### src/rtl/board_state_ctrl_pkg.sv
// rtl/board_state_ctrl_pkg.sv - shared constants, state type and counter helpers for the board state block
package board_state_ctrl_pkg;

  localparam int BOARD_DIM = 8;
  localparam int CELLS     = BOARD_DIM * BOARD_DIM;
  localparam int INIT_ROWS = 3;
  localparam int CNT_W     = 7;

  localparam logic [CNT_W-1:0] CNT_MAX = 7'd64;

  localparam logic [2:0] SQ_EMPTY      = 3'd0;
  localparam logic [2:0] SQ_RED_MAN    = 3'd1;
  localparam logic [2:0] SQ_BLACK_MAN  = 3'd2;
  localparam logic [2:0] SQ_RED_KING   = 3'd3;
  localparam logic [2:0] SQ_BLACK_KING = 3'd4;

  localparam logic [7:0] CMD_MAX_CODE = 8'h04;
  localparam logic [7:0] CMD_INIT     = 8'hFE;
  localparam logic [7:0] CMD_CLEAR    = 8'hFF;

  typedef enum logic [1:0] {
    ST_IDLE  = 2'd0,
    ST_CLEAR = 2'd1,
    ST_INIT  = 2'd2
  } state_t;

  function automatic logic is_red(input logic [2:0] code);
    return (code == SQ_RED_MAN) || (code == SQ_RED_KING);
  endfunction

  function automatic logic is_black(input logic [2:0] code);
    return (code == SQ_BLACK_MAN) || (code == SQ_BLACK_KING);
  endfunction

  // One counter step; a matching inc/dec pair cancels, both ends saturate.
  function automatic logic [CNT_W-1:0] cnt_step(input logic [CNT_W-1:0] cnt,
                                                input logic dec, input logic inc);
    if (inc && !dec) begin
      return (cnt >= CNT_MAX) ? CNT_MAX : cnt + 7'd1;
    end else if (dec && !inc) begin
      return (cnt == 7'd0) ? 7'd0 : cnt - 7'd1;
    end
    return cnt;
  endfunction

endpackage

### src/rtl/board_init_rom.sv
// rtl/board_init_rom.sv - starting-position square code as a function of (x, y)
module board_init_rom
  import board_state_ctrl_pkg::*;
#(
  parameter int ROWS = INIT_ROWS
) (
  input  logic [2:0] x,
  input  logic [2:0] y,
  output logic [2:0] code
);

  localparam logic [2:0] BLACK_LIMIT = 3'(ROWS);
  localparam logic [2:0] RED_FIRST   = 3'(BOARD_DIM - ROWS);

  logic dark;
  assign dark = x[0] ^ y[0];

  // Pieces sit only on dark squares: black men at the top rows, red men at the bottom.
  always_comb begin
    code = SQ_EMPTY;
    if (dark && (y < BLACK_LIMIT)) begin
      code = SQ_BLACK_MAN;
    end else if (dark && (y >= RED_FIRST)) begin
      code = SQ_RED_MAN;
    end
  end

endmodule

### src/rtl/board_state_ctrl.sv
// rtl/board_state_ctrl.sv - checkers board register file with command FSM, read port and piece counters
module board_state_ctrl
  import board_state_ctrl_pkg::*;
(
  input  logic             clk,
  input  logic             reset,
  input  logic [7:0]       locX_state,
  input  logic [7:0]       locY_state,
  input  logic [7:0]       update_state,
  input  logic             wea_state_ram,
  input  logic [2:0]       rd_x,
  input  logic [2:0]       rd_y,
  output logic [2:0]       rd_state,
  output logic             busy,
  output logic             done,
  output logic             cmd_err,
  output logic [CNT_W-1:0] red_count,
  output logic [CNT_W-1:0] black_count
);

  logic [2:0]       cells [CELLS];
  state_t           state, state_next;
  logic [5:0]       sweep_idx;
  logic             wea_q;
  logic             strobe;
  logic             is_sweep_cmd;
  logic             write_ok;
  logic             wr_en;
  logic [5:0]       wr_idx;
  logic [2:0]       wr_data;
  logic [2:0]       old_code;
  logic             done_set;
  logic             err_set;
  logic             err_pend;
  logic             cnt_clear;
  logic [CNT_W-1:0] red_base, black_base;
  logic [2:0]       rom_code;

  // Level held high across reset release is not a command because wea_q resets high.
  assign strobe       = wea_state_ram & ~wea_q;
  assign is_sweep_cmd = (update_state == CMD_CLEAR) || (update_state == CMD_INIT);
  assign write_ok     = (locX_state < 8'd8) && (locY_state < 8'd8) &&
                        (update_state <= CMD_MAX_CODE);
  assign busy         = (state != ST_IDLE);

  board_init_rom #(.ROWS(INIT_ROWS)) u_init_rom (
    .x    (sweep_idx[2:0]),
    .y    (sweep_idx[5:3]),
    .code (rom_code)
  );

  // State register, sweep index and strobe edge register.
  always_ff @(posedge clk or posedge reset) begin
    if (reset) begin
      state     <= ST_IDLE;
      sweep_idx <= 6'd0;
      wea_q     <= 1'b1;
    end else begin
      state     <= state_next;
      sweep_idx <= (state == ST_IDLE) ? 6'd0 : sweep_idx + 6'd1;
      wea_q     <= wea_state_ram;
    end
  end

  // Next-state: sweeps start from IDLE and end after cell 63.
  always_comb begin
    state_next = state;
    case (state)
      ST_IDLE: begin
        if (strobe && (update_state == CMD_CLEAR)) begin
          state_next = ST_CLEAR;
        end else if (strobe && (update_state == CMD_INIT)) begin
          state_next = ST_INIT;
        end
      end
      ST_CLEAR, ST_INIT: begin
        if (sweep_idx == 6'd63) begin
          state_next = ST_IDLE;
        end
      end
      default: state_next = ST_IDLE;
    endcase
  end

  // Outputs: write port, completion/error requests and counter deltas.
  always_comb begin
    wr_en     = 1'b0;
    wr_idx    = {locY_state[2:0], locX_state[2:0]};
    wr_data   = update_state[2:0];
    old_code  = cells[wr_idx];
    done_set  = 1'b0;
    err_set   = 1'b0;
    cnt_clear = 1'b0;
    case (state)
      ST_IDLE: begin
        if (strobe && !is_sweep_cmd) begin
          if (write_ok) begin
            wr_en    = 1'b1;
            done_set = 1'b1;
          end else begin
            err_set = 1'b1;
          end
        end
      end
      ST_CLEAR, ST_INIT: begin
        wr_en     = 1'b1;
        wr_idx    = sweep_idx;
        wr_data   = (state == ST_INIT) ? rom_code : SQ_EMPTY;
        old_code  = SQ_EMPTY;
        cnt_clear = (sweep_idx == 6'd0);
        done_set  = (sweep_idx == 6'd63);
        err_set   = strobe;
      end
      default: ;
    endcase
    red_base   = cnt_clear ? '0 : red_count;
    black_base = cnt_clear ? '0 : black_count;
  end

  // Board storage: one write per cycle from either a command or the sweep.
  always_ff @(posedge clk or posedge reset) begin
    if (reset) begin
      for (int i = 0; i < CELLS; i++) begin
        cells[i] <= SQ_EMPTY;
      end
    end else if (wr_en) begin
      cells[wr_idx] <= wr_data;
    end
  end

  // Registered display read; sees the value before any same-cycle write.
  always_ff @(posedge clk or posedge reset) begin
    if (reset) begin
      rd_state <= SQ_EMPTY;
    end else begin
      rd_state <= cells[{rd_y, rd_x}];
    end
  end

  // Piece counters follow the old/new code of each write.
  always_ff @(posedge clk or posedge reset) begin
    if (reset) begin
      red_count   <= '0;
      black_count <= '0;
    end else if (wr_en) begin
      red_count   <= cnt_step(red_base,   is_red(old_code),   is_red(wr_data));
      black_count <= cnt_step(black_base, is_black(old_code), is_black(wr_data));
    end
  end

  // Status pulses; an error coinciding with sweep completion is delivered one cycle later.
  always_ff @(posedge clk or posedge reset) begin
    if (reset) begin
      done     <= 1'b0;
      cmd_err  <= 1'b0;
      err_pend <= 1'b0;
    end else begin
      done     <= done_set;
      cmd_err  <= (err_set & ~done_set) | err_pend;
      err_pend <= err_set & done_set;
    end
  end

endmodule

### config.mk
export PLATFORM = sky130hd
export DESIGN_NAME = board_state_ctrl
export DESIGN_NICKNAME = d
export VERILOG_FILES = /design/src/rtl/board_state_ctrl_pkg.sv /design/src/rtl/board_init_rom.sv /design/src/rtl/board_state_ctrl.sv
export SDC_FILE = /design/constraint.sdc
export NUM_CORES = 1
export LEC_CHECK = 0
export ABC_AREA = 1
export BUFFER_PORTS_ARGS = -buffer_cell sky130_fd_sc_hd__buf_2
export CORE_ASPECT_RATIO = 1.4
export CORE_MARGIN = 4
export CORE_UTILIZATION = 45
export CTS_CLUSTER_DIAMETER = 60
export DETAILED_ROUTE_END_ITERATION = 8
export SLEW_MARGIN = 20
export SYNTH_ARGS = -nofsm -noshare
export SYNTH_HDL_FRONTEND = slang
export SYNTH_SLANG_ARGS = --single-unit
### constraint.sdc
create_clock -name clk -period 18.2 [get_ports clk]
set_clock_uncertainty 0.15 [all_clocks]
set_input_delay 0 -clock clk [delete_from_list [all_inputs] [get_ports clk]]
set_output_delay 0 -clock clk [all_outputs]
set_load 0.02 [all_outputs]
==> results of run 1 <==
-- kinds of logic (layout without fill, tap and decap cells) --
group           count (synthesis)  in the layout  share of synthesized area (%)
compound gates                226            226                          9.499
xor+xnor                        7              7                         0.4370
fa+ha+maj                      13             13                          1.160
buf+inv                       228            231                          6.948
flops                         221            221                          39.43
simple gates                 1424           1424                          42.53
-- flip-flops by register name (all words and copies together), names as in the netlist --
signal       cells
err_pend         1
sweep_idx        6
red_count        7
wea_q            1
black_count      7
done             1
state            2
rd_state         3
cmd_err          1
cells          192
-- repair_timing --
item                      CTS  global route
hold endpoints to repair   90             0
gates resized for setup     0             0
hold buffers               22             0
-- cells in the final DEF (no fill, tap or decap), drive strengths merged, types with 2 or more instances in the layout --
| cell | n |
|---|---|
| nand2 | 826 |
| nand3 | 406 |
| dfrtp | 220 |
| nor2 | 179 |
| o21ai | 124 |
| inv | 84 |
| buf | 78 |
| clkbuf | 35 |
| o22ai | 30 |
| a21oi | 25 |
| o211ai | 24 |
| dlygate4sd3 | 22 |
| o221ai | 18 |
| ha | 13 |
| clkinv | 7 |
| nand4 | 7 |
| xor2 | 5 |
| nor3 | 3 |
| clkinvlp | 3 |
| xnor2 | 2 |
| bufinv | 2 |
| nor4 | 2 |
-- synthesized netlist by cell type (all sizes together) --
cell type and instances:
nand2 826, nand3 406, dfrtp 220, nor2 179
o21ai 124, inv 83, buf 81, clkbuf 64
o22ai 30, a21oi 25, o211ai 24, o221ai 18
ha 13, nand4 7, xor2 5, nor3 3
nor4 2, xnor2 2, a2111oi 1, a211oi 1
a41oi 1, dfstp 1, o2111ai 1, o31ai 1
or2 1
-- power groups by stage --
stage	clock network [mW]	registers, mW	logic [mW]
5_1_grt	0.572	0.492	0.106
3_3_place_gp	0	0.502	0.0912
6_report	0.544	0.493	0.0962
4_1_cts	0.553	0.493	0.0954
2_1_floorplan	0	0.503	0.0603
3_5_place_dp	0	0.502	0.0920
-- worst max-delay path, cell delays in order, from the launching register on --
cell,delay [ns]
dfrtp_1,0.40
inv_1,0.09
ha_1,0.31
inv_1,0.15
nor2_1,0.16
nand3_1,0.11
nand2_1,0.12
nand2_4,0.26
inv_2,0.50
buf_4,0.59
nand2_1,0.17
nor2_1,0.11
dlygate4sd3_1,0.55
-- routing by layer --
layer	GRT usage (%)	part of all wire, %
met2	46.25	48
met1	35.71	41
met3	4.655	7.3
met5	0	0
met4	10.73	3.8
-- worst paths after layout --
kind | from | to | slack (ns) | cells past startpoint
max in group asynchronous | reset | cells[132] | 16.06 | 5
min in group asynchronous | reset | cells[102] | 0.57 | 4
worst max register to register | state[0] | err_pend | 14.40 | 12
worst max-delay path | state[0] | err_pend | 14.40 | 12
worst min-delay path | update_state[7] | state[1] | 0.03 | 7
worst min register to register | err_pend | cmd_err | 0.30 | 2
-- metrics by stage --
stage          hold slack, ns  instances  setup slack [ns]  area, µm²
2_1_floorplan         -0.1455       2119             12.00      14030
3_3_place_gp         -0.03269       2442             14.44      14360
3_5_place_dp         -0.03266       2442             14.43      14360
4_1_cts              0.003453       2512             14.38      15460
5_1_grt               0.08605       2512             14.03      15470
6_report              0.02534       2512             14.40      15470
-- layout make-up --
cell class,instances,area (µm²),share of cell area [%]
Clock buffer,35,755.7,4.886
Clock inverter,13,128.9,0.8332
Inverter,83,319.1,2.063
Multi-Input combinational cell,1670,7562,48.89
Sequential cell,221,5532,35.76
Tap cell,390,488.0,3.155
Timing Repair Buffer,100,681.9,4.409
==> summary.txt, run 1 <==
Timing
  • FMAX: between 200 and 300 MHz
  • Final slew viol count: 0
  • Final Critical Period: ~3.8 ns
  • RSZ-0062 raised after global routing: no
  • Hold violation count in the final report: 0
  • Sum of negative setup slack: 0 ns
  • Final cycle utilization of the critical path: between 20% and 30%
  • Slew @ Worst Pin: a little over 1 ns
  • Headroom to the max-slew limit: 32.74%
  • Final setup viols: 0

GRT
  • Vias in the first global route: 13700
  • Gr ovfl total: 0
  • First-pass GRT wire length: approximately 76000 µm
  • Initial antenna violation count: 0
  • Pin count of the biggest net entering global routing: 84
  • Tot GR Track Use: about 28%

Critical path
  • WP data arrival: 4.14 ns
  • Worst Path Max Fanout: 54
  • Critical path type: register to register
  • Startpoint type of the worst setup path: register
  • Worst setup EP type: register
  • CP required: 18.53 ns

Drt
  • Drc violations: 0
  • Vias per cell: 5.730
  • Drt first-iter violations: approximately 1200
  • First-pass iteration count of the detailed router: 6
  • Vias: 14390
  • Drt wl/cell: approximately 19 µm
  • DRT Wirelength: 47300 µm
  • DRT antenna net count: 0

Clock network
  • Clk_lat worst skew: ~0.55 ns
  • Post-CTS setup buffer count: 0
  • Htree depth: 1
  • Clk sinks: 221
  • Clock-pin slew on the worst setup and hold paths: 0.06 ns
  • Root Driver: clkbuf_16
  • CTS tree: built
  • CTS Buffer Depth: 3
  • CTS Buf Count: 26

Synth
  • Flops & latches, synth: 221
  • Mapped Avg Cell Area: between 6 and 7 µm²
  • Post-synthesis sequential area ratio: 39.43%
  • Synth area leader: dfrtp_1
  • Synth unique cells: 38
  • Synthesized net count: 2165
  • Mapped Cells: roughly 2100
  • Post-synthesis cell area: between 0.01 and 0.015 mm²
  • Top cells by area, synth: dfrtp_1 39%, nand2_1 22%, nand3_1 14%, nor2_1 4.5%, o21ai_0 4.2%
  • Share of the synthesized area in the top cell type: 39.24%
  • Synth Warn #: 0

Finish
  • Syn-to-layout area delta: 10.26%
  • Final nets: 2148
  • Post-layout util: approximately 50%
  • Layout cells sized above 1: 7.493%
  • Fill count: 3195
  • N_diodes: 0

Hold path
  • Hold/Removal Path Class: primary input to register

Floorplanning
  • Site row count: 76
  • Initial Util: between 40% and 50%
  • I/O pins: between 50 and 60
  • Die height: roughly 220 µm
  • Die area: between 0.03 and 0.04 mm²
  • Core area: between 0.03 and 0.04 mm²
  • Die width: about 160 µm

Pwr
  • Sw Share: about a quarter
  • VDD IR-drop max: around 0.05 mV
  • Flop pwr share: a little over two fifths
  • Clock network power share: a little under half
  • P_int: around 840 µW
  • Pleak: just under 8 nW
  • Combinational share of power: approximately 8.5%
  • PwrDens: around 73 mW/mm²
  • Tot Pwr: roughly 1.1 mW
  • Sw Pwr: 293.2 µW

Placement
  • DP Wirelength: 29750 µm
  • # port buffers: 52
  • GP Congestion: between 0.8 and 0.9

Run status
  • Outcome: completed

Job
  • Max Cap Viol: 0
(Power assumes the default switching activity.)
==> inputs of run 2 (changes only) <==
ABC_AREA = 0   (was 1)
clock period = 3.5 ns   (was 18.2 ns; I/O delays follow)
==> summary.txt, run 2 <==
Clock network
  • Htree depth: 1 (unchanged)
  • Clk_lat worst skew: 0.54 ns (about the same)
  • Clock-pin slew on the worst setup and hold paths: 0.06 ns (about the same)
  • Post-CTS setup buffer count: 0 (unchanged)
  • Root Driver: clkbuf_16
  • CTS Buf Count: 26 (unchanged)
  • CTS Buffer Depth: 3 (unchanged)
  • Clk sinks: 221 (unchanged)
  • CTS tree: built

Drt
  • Vias: 9190 (-36%)
  • DRT antenna net count: 0 (unchanged)
  • DRT Wirelength: 37490 µm (-21%)
  • Drc violations: 0 (unchanged)
  • Drt first-iter violations: 488 (-58%)
  • Vias per cell: 6.168 (+7.6%)
  • First-pass iteration count of the detailed router: 5 (-1)
  • Drt wl/cell: 25.16 µm (+34%)

Placement
  • DP Area: 0.01399 mm² (-2.5%)
  • # port buffers: 52 (unchanged)
  • DP Wirelength: 26540 µm (-11%)
  • GP Congestion: 0.8863 (-0.57%)
  • DP Worst Slack: 0.03624 ns (-14.39 ns)
  • Inst Count DP: 1425 (-42%)

GRT
  • Vias in the first global route: 9610 (-30%)
  • Gr ovfl total: 0 (unchanged)
  • First-pass GRT wire length: 59180 µm (-22%)
  • Pin count of the biggest net entering global routing: 82 (-2.4%)
  • Initial antenna violation count: 2 (+2)
  • Tot GR Track Use: 23.75% (-3.9 points)

Pwr
  • Pleak: 6.656 nW (-14%)
  • PwrDens: 445.6 mW/mm² (+510%)
  • Tot Pwr: 6.723 mW (+490%)
  • VDD IR-drop max: 0.4059 mV (+690%)

Floorplanning
  • I/O pins: 53 (unchanged)
  • Initial Util: 45.86% (+0.32 points)
  • Die height: 209.6 µm (-3.4%)
  • Site row count: 73 (-3.9%)
  • Core area: 0.02850 mm² (-7.5%)
  • Die width: 152.0 µm (-3.3%)
  • Die area: 0.03187 mm² (-6.6%)

Finish
  • Commonest non-fill, non-tap cell in the layout: dfrtp_1
  • Top flop regs: cells: 192 flops, black_count: 7 flops, red_count: 7 flops
  • Final nets: 1143 (-47%)
  • Most frequent cells in the layout: 220 x dfrtp_1, 183 x mux2_2, 99 x mux4_2
  • Largest Register: cells
  • Layout cells sized above 1: 41.61% (+34 points)
  • Layout Cells excl Fill: 1490 (-41%)
  • N_diodes: 0 (unchanged)
  • Post-layout util: 52.94% (+2.7 points)
  • Syn-to-layout area delta: 15.44%
  • Final instance area: 0.01509 mm² (-2.5%)
  • Max reg flops: 192 (unchanged)

Synth
  • Synth unique cells: 74 (+95%)
  • FFs w/ async S/R, synth: 100.0% (unchanged)
  • Share of the synthesized area in the top cell type: 42.13% (+2.9 points)
  • Post-synthesis cell area: 0.01307 mm² (-6.8%)
  • Mapped Avg Cell Area: 12.82 µm² (+94%)
  • Synth Flop Type: dfrtp_1
  • Top cells by area, synth: dfrtp_1 42%, mux4_2 17%, mux2_2 16%, nand2_1 2.6%, mux2i_1 1.8%
  • Flops & latches, synth: 221 (unchanged)
  • EDFF count, synth: 0 (unchanged)
  • Synthesized net count: 1065 (-51%)
  • Count leader, synth: dfrtp_1
  • Synth top cells by count: 220 x dfrtp_1, 183 x mux2_2, 99 x mux4_2
  • Mapped Cells: 1019 (-52%)
  • Post-synthesis sequential area ratio: 42.33% (+2.9 points)
  • Synth area leader: dfrtp_1
  • Synth Warn #: 0 (unchanged)

Timing
  • Worst hold margin: 0.02857 ns (+0.003233 ns)
  • Slew @ Worst Pin: 0.7808 ns (-0.2257 ns)
  • Final Critical Period: 3.315 ns (-0.4869 ns)
  • FMAX: 301.7 MHz (+15%)
  • Sum of negative setup slack: 0 ns (unchanged)
  • Final slew viol count: 0 (unchanged)
  • RSZ-0062 raised after global routing: yes
  • Hold violation count in the final report: 0 (unchanged)
  • Final setup viols: 0 (unchanged)
  • Headroom to the max-slew limit: 47.75% (+15 points)
  • Final cycle utilization of the critical path: 94.70% (+74 points)
  • Worst Setup Slack, final: 0.1854 ns (-14.21 ns)

Critical path
  • Worst Path Max Fanout: 6 (-89%)
  • Critical path type: register to register
  • CP required: 3.81 ns (-14.72 ns)
  • CP delay by family, top: simple AND/OR/NAND/NOR gates
  • WP buf/inv: 1 (-4)
  • Startpoint type of the worst setup path: register
  • Worst setup EP type: register
  • CP max stage cell: or4_1
  • WP data arrival: 3.63 ns (-0.51 ns)
  • Critical Path Max Stage Delay: 0.56 ns (-0.03 ns)
  • Critical-path cell list: mux4_2, a22oi_2, a31oi_1, or4_1, o21ai_0, nand4bb_1, ha_1, buf_4, or2_1, o2bb2ai_1

Hold path
  • Hold/Removal Path Class: primary input to register

Run status
  • Outcome: completed

Job
  • Max Cap Viol: 0 (unchanged)
-- run 2: cell types whose count changed in the layout (fill, tap and decap cells not counted), sizes merged, moves of 66 or more --
cell / change
mux4: +99
o21ai: -108
nand2: -736
mux2: +186
nand3: -384
inv: -66
nor2: -123
-- run 2: cell type report --
| cell class | count | area [µm²] |
|---|---|---|
| clock buffer | 35 | 734.5 |
| inverter | 18 | 71.32 |
| sequential | 221 | 5532 |
| clock inverter | 11 | 113.9 |
| timing repair buffer | 118 | 953.4 |
| tap | 375 | 469.2 |
| fill | 2513 | 13410 |
| multi-input combinational | 712 | 7212 |
-- run 2: what timing repair did --
action	CTS	global route
hold endpoints to repair	57	12
hold buffers	17	1
endpoints found under the setup margin	0	72
gates resized for setup	0	8
-- run 2: kinds of logic (layout without fill, tap and decap cells) --
group / Yosys count / in the layout / share of synthesized area [%]
compound gates: 120 / 120 / 6.377
mux: 309 / 309 / 34.93
flops: 221 / 221 / 42.33
buf+inv: 86 / 182 / 3.150
simple gates: 254 / 254 / 10.90
xor+xnor: 16 / 16 / 1.072
fa+ha+maj: 13 / 13 / 1.245
-- run 2: tightest hold or removal path: cells and delay by family --
family                 cells  cell delay [ns]
buffers and inverters      1             0.25
muxes                      1             0.25
AOI/OAI and AO/OA          1             0.14
-- run 2: where the power goes --
part           total (mW)  switching [mW]  internal (mW)
clock network        2.68            1.13           1.55
logic                1.25           0.720          0.525
registers            2.80           0.134           2.66
total                6.72            1.98           4.74
-- run 2: per-layer routing --
layer | vias to the layer above | global-route usage, % | wire length (µm)
li1 | 4029 | - | -
met1 | 4776 | 29.37 | 14530
met2 | 290 | 42.10 | 19420
met3 | 91 | 3.445 | 1908
met4 | 4 | 9.243 | 1612
met5 | - | 0 | 21
-- run 2: worst paths after layout --
path                           start              to  slack, ns  cells after the start
min in group asynchronous      reset      cells[141]       0.39                      4
max                        cells[61]  black_count[2]       0.19                     10
min                          rd_y[0]     rd_state[1]       0.03                      3
max in group asynchronous      reset      cells[147]       1.81                      6
max reg2reg                cells[61]  black_count[2]       0.19                     10
min reg2reg                 err_pend         cmd_err       0.29                      1
==> inputs of run 3 (changes only) <==
clock period = 3.8 ns   (was 3.5 ns; I/O delays follow)
==> summary.txt, run 3 (synthesis results as in run 2) <==
Finish
  • Post-layout util: 52.38% (-0.56 points)
  • FF+latch area: 0.005532 mm² (unchanged)
  • Max reg flops: 192 (unchanged)
  • Commonest non-fill, non-tap cell in the layout: dfrtp_1
  • N_diodes: 0 (unchanged)
  • Top flop regs: cells: 192 flops, black_count: 7 flops, red_count: 7 flops
  • Fill count: 2503 (-0.40%)
  • Syn-to-layout area delta: 14.23%
  • Largest Register: cells
  • Final nets: 1128 (-1.3%)
  • Layout cells sized above 1: 40.78% (-0.83 points)
  • Most frequent cells in the layout: 220 x dfrtp_1, 183 x mux2_2, 99 x mux4_2
  • Footprint of the multi-input gates: 0.007168 mm² (-0.61%)

Pwr
  • PwrDens: 421.5 mW/mm² (-5.4%)
  • Pleak: 6.596 nW (-0.90%)
  • VDD IR-drop max: 0.3261 mV (-20%)

GRT
  • Vias in the first global route: 9370 (-2.5%)
  • Initial antenna violation count: 2 (unchanged)
  • Gr ovfl total: 0 (unchanged)
  • First-pass GRT wire length: 57580 µm (-2.7%)
  • Tot GR Track Use: 23.09% (-0.66 points)
  • Pin count of the biggest net entering global routing: 133 (+62%)

Critical path
  • FF-to-FF setup slack: 0.29 ns (+0.11 ns)
  • Crit Reg-Reg Endpoint: black_count[6]
  • Critical path type: register to register
  • Startpoint type of the worst setup path: register
  • Crit Reg-Reg Startpoint: cells[61]
  • Crit path to: black_count[6]
  • Crit. Startpoint: cells[61]
  • Worst Reg-to-Reg Cells: 11 (+1)
  • WP data arrival: 3.76 ns (+0.13 ns)
  • CP required: 4.05 ns (+0.24 ns)
  • Worst Path Max Fanout: 4 (-2)
  • Worst setup EP type: register

Floorplanning
  • Die area: 0.03187 mm² (unchanged)
  • Core area: 0.02850 mm² (unchanged)
  • Die width: 152.0 µm (unchanged)
  • Site row count: 73 (unchanged)
  • I/O pins: 53 (unchanged)
  • Die height: 209.6 µm (unchanged)
  • Initial Util: 45.86% (unchanged)

Timing
  • Final slew viol count: 0 (unchanged)
  • RSZ-0062 raised after global routing: no
  • Headroom to the max-slew limit: 43.20% (-4.6 points)
  • Sum of negative setup slack: 0 ns (unchanged)
  • Slew @ Worst Pin: 0.8489 ns (+0.06806 ns)
  • Final cycle utilization of the critical path: 92.34% (-2.4 points)
  • Final Critical Period: 3.509 ns (+0.1945 ns)
  • FMAX: 285.0 MHz (-5.5%)
  • Hold violation count in the final report: 0 (unchanged)
  • Final setup viols: 0 (unchanged)

Run status
  • Outcome: completed

Clock network
  • Clk sinks: 221 (unchanged)
  • Clock-pin slew on the worst setup and hold paths: 0.06 ns (about the same)
  • Htree depth: 1 (unchanged)
  • CTS Buf Count: 25 (-3.8%)
  • CTS Buffer Depth: 3 (unchanged)
  • Clk_lat worst skew: 0.53 ns (about the same)
  • CTS tree: built
  • Root Driver: clkbuf_16

Drt
  • First-pass iteration count of the detailed router: 5 (unchanged)
  • DRT antenna net count: 0 (unchanged)
  • Drc violations: 0 (unchanged)
  • Drt first-iter violations: 591 (+21%)
  • Vias: 9032 (-1.7%)
  • Drt wl/cell: 25.06 µm (-0.40%)
  • Vias per cell: 6.119 (-0.79%)
  • DRT Wirelength: 36990 µm (-1.3%)

Placement
  • DP Wirelength: 26300 µm (-0.89%)
  • # port buffers: 52 (unchanged)
  • GP Congestion: 0.8742 (-1.4%)

Hold path
  • Hold/Removal Path Class: primary input to asynchronous set/reset pin

Job
  • Max Cap Viol: 0 (unchanged)
run 3: how the worst min path moves through the flow:
| stage | from | cells after the start | endpoint | slack [ns] |
|---|---|---|---|---|
| floorplan | wea_state_ram | 0 | wea_q | -0.15 |
| global placement | wea_state_ram | 1 | wea_q | -0.03 |
| global route | reset | 4 | cells[131] | 0.08 |
| finish | reset | 4 | cells[131] | 0.01 |
| detailed placement | wea_state_ram | 1 | wea_q | -0.02 |
| CTS | reset | 4 | cells[121] | 0.06 |
run 3: metrics by stage:
stage | instance area, µm² | setup WS [ns] | power (mW) | cells | hold slack (ns)
global route | 14930 | 0.003433 | 6.557 | 1476 | 0.07968
floorplan | 13070 | 0.6753 | 3.359 | 1019 | -0.1455
finish | 14930 | 0.2909 | 6.291 | 1476 | 0.01297
detailed placement | 13850 | 0.1944 | 3.697 | 1413 | -0.02283
CTS | 14930 | 0.3178 | 6.351 | 1476 | 0.05527
global placement | 13850 | 0.1964 | 3.683 | 1413 | -0.03112
run 3: final cells by class:
type / instances / area share, %
Clock buffer: 34 / 4.887
Clock inverter: 12 / 1.165
Inverter: 18 / 0.4778
Multi-Input combinational cell: 712 / 48.02
Sequential cell: 221 / 37.06
Tap cell: 375 / 3.143
Timing Repair Buffer: 104 / 5.247
run 3: critical path: stages (launching register included):
cell       delay, ns
dfrtp_1         0.39
mux4_2          0.46
a22oi_1         0.31
a31oi_1         0.12
or4_1           0.55
o21ai_0         0.10
nand4bb_1       0.18
ha_1            0.36
a2111oi_0       0.45
nor2_1          0.07
o21ai_0         0.16
o21ai_1         0.08
run 3: where the power goes:
part	switching [mW]	total (mW)	leakage (nW)	internal, mW
logic	0.637	1.09	3.17	0.451
clock network	1.01	2.63	0.447	1.62
registers	0.124	2.58	2.98	2.45
run 3: metal layers:
| layer | vias to the layer above | wire length, µm | track usage [%] |
|---|---|---|---|
| met2 | 295 | 19340 | 41.42 |
| met3 | 77 | 2017 | 3.424 |
| met5 | - | 33 | 0 |
| li1 | 4009 | - | - |
| met4 | 4 | 1374 | 7.413 |
| met1 | 4647 | 14220 | 28.75 |
run 3: repair_timing:
action                                 in CTS  in global routing
hold buffers                               17                  0
endpoints found under the hold margin     230                  0
resized for setup                           0                  0
setup buffers                               0                  0
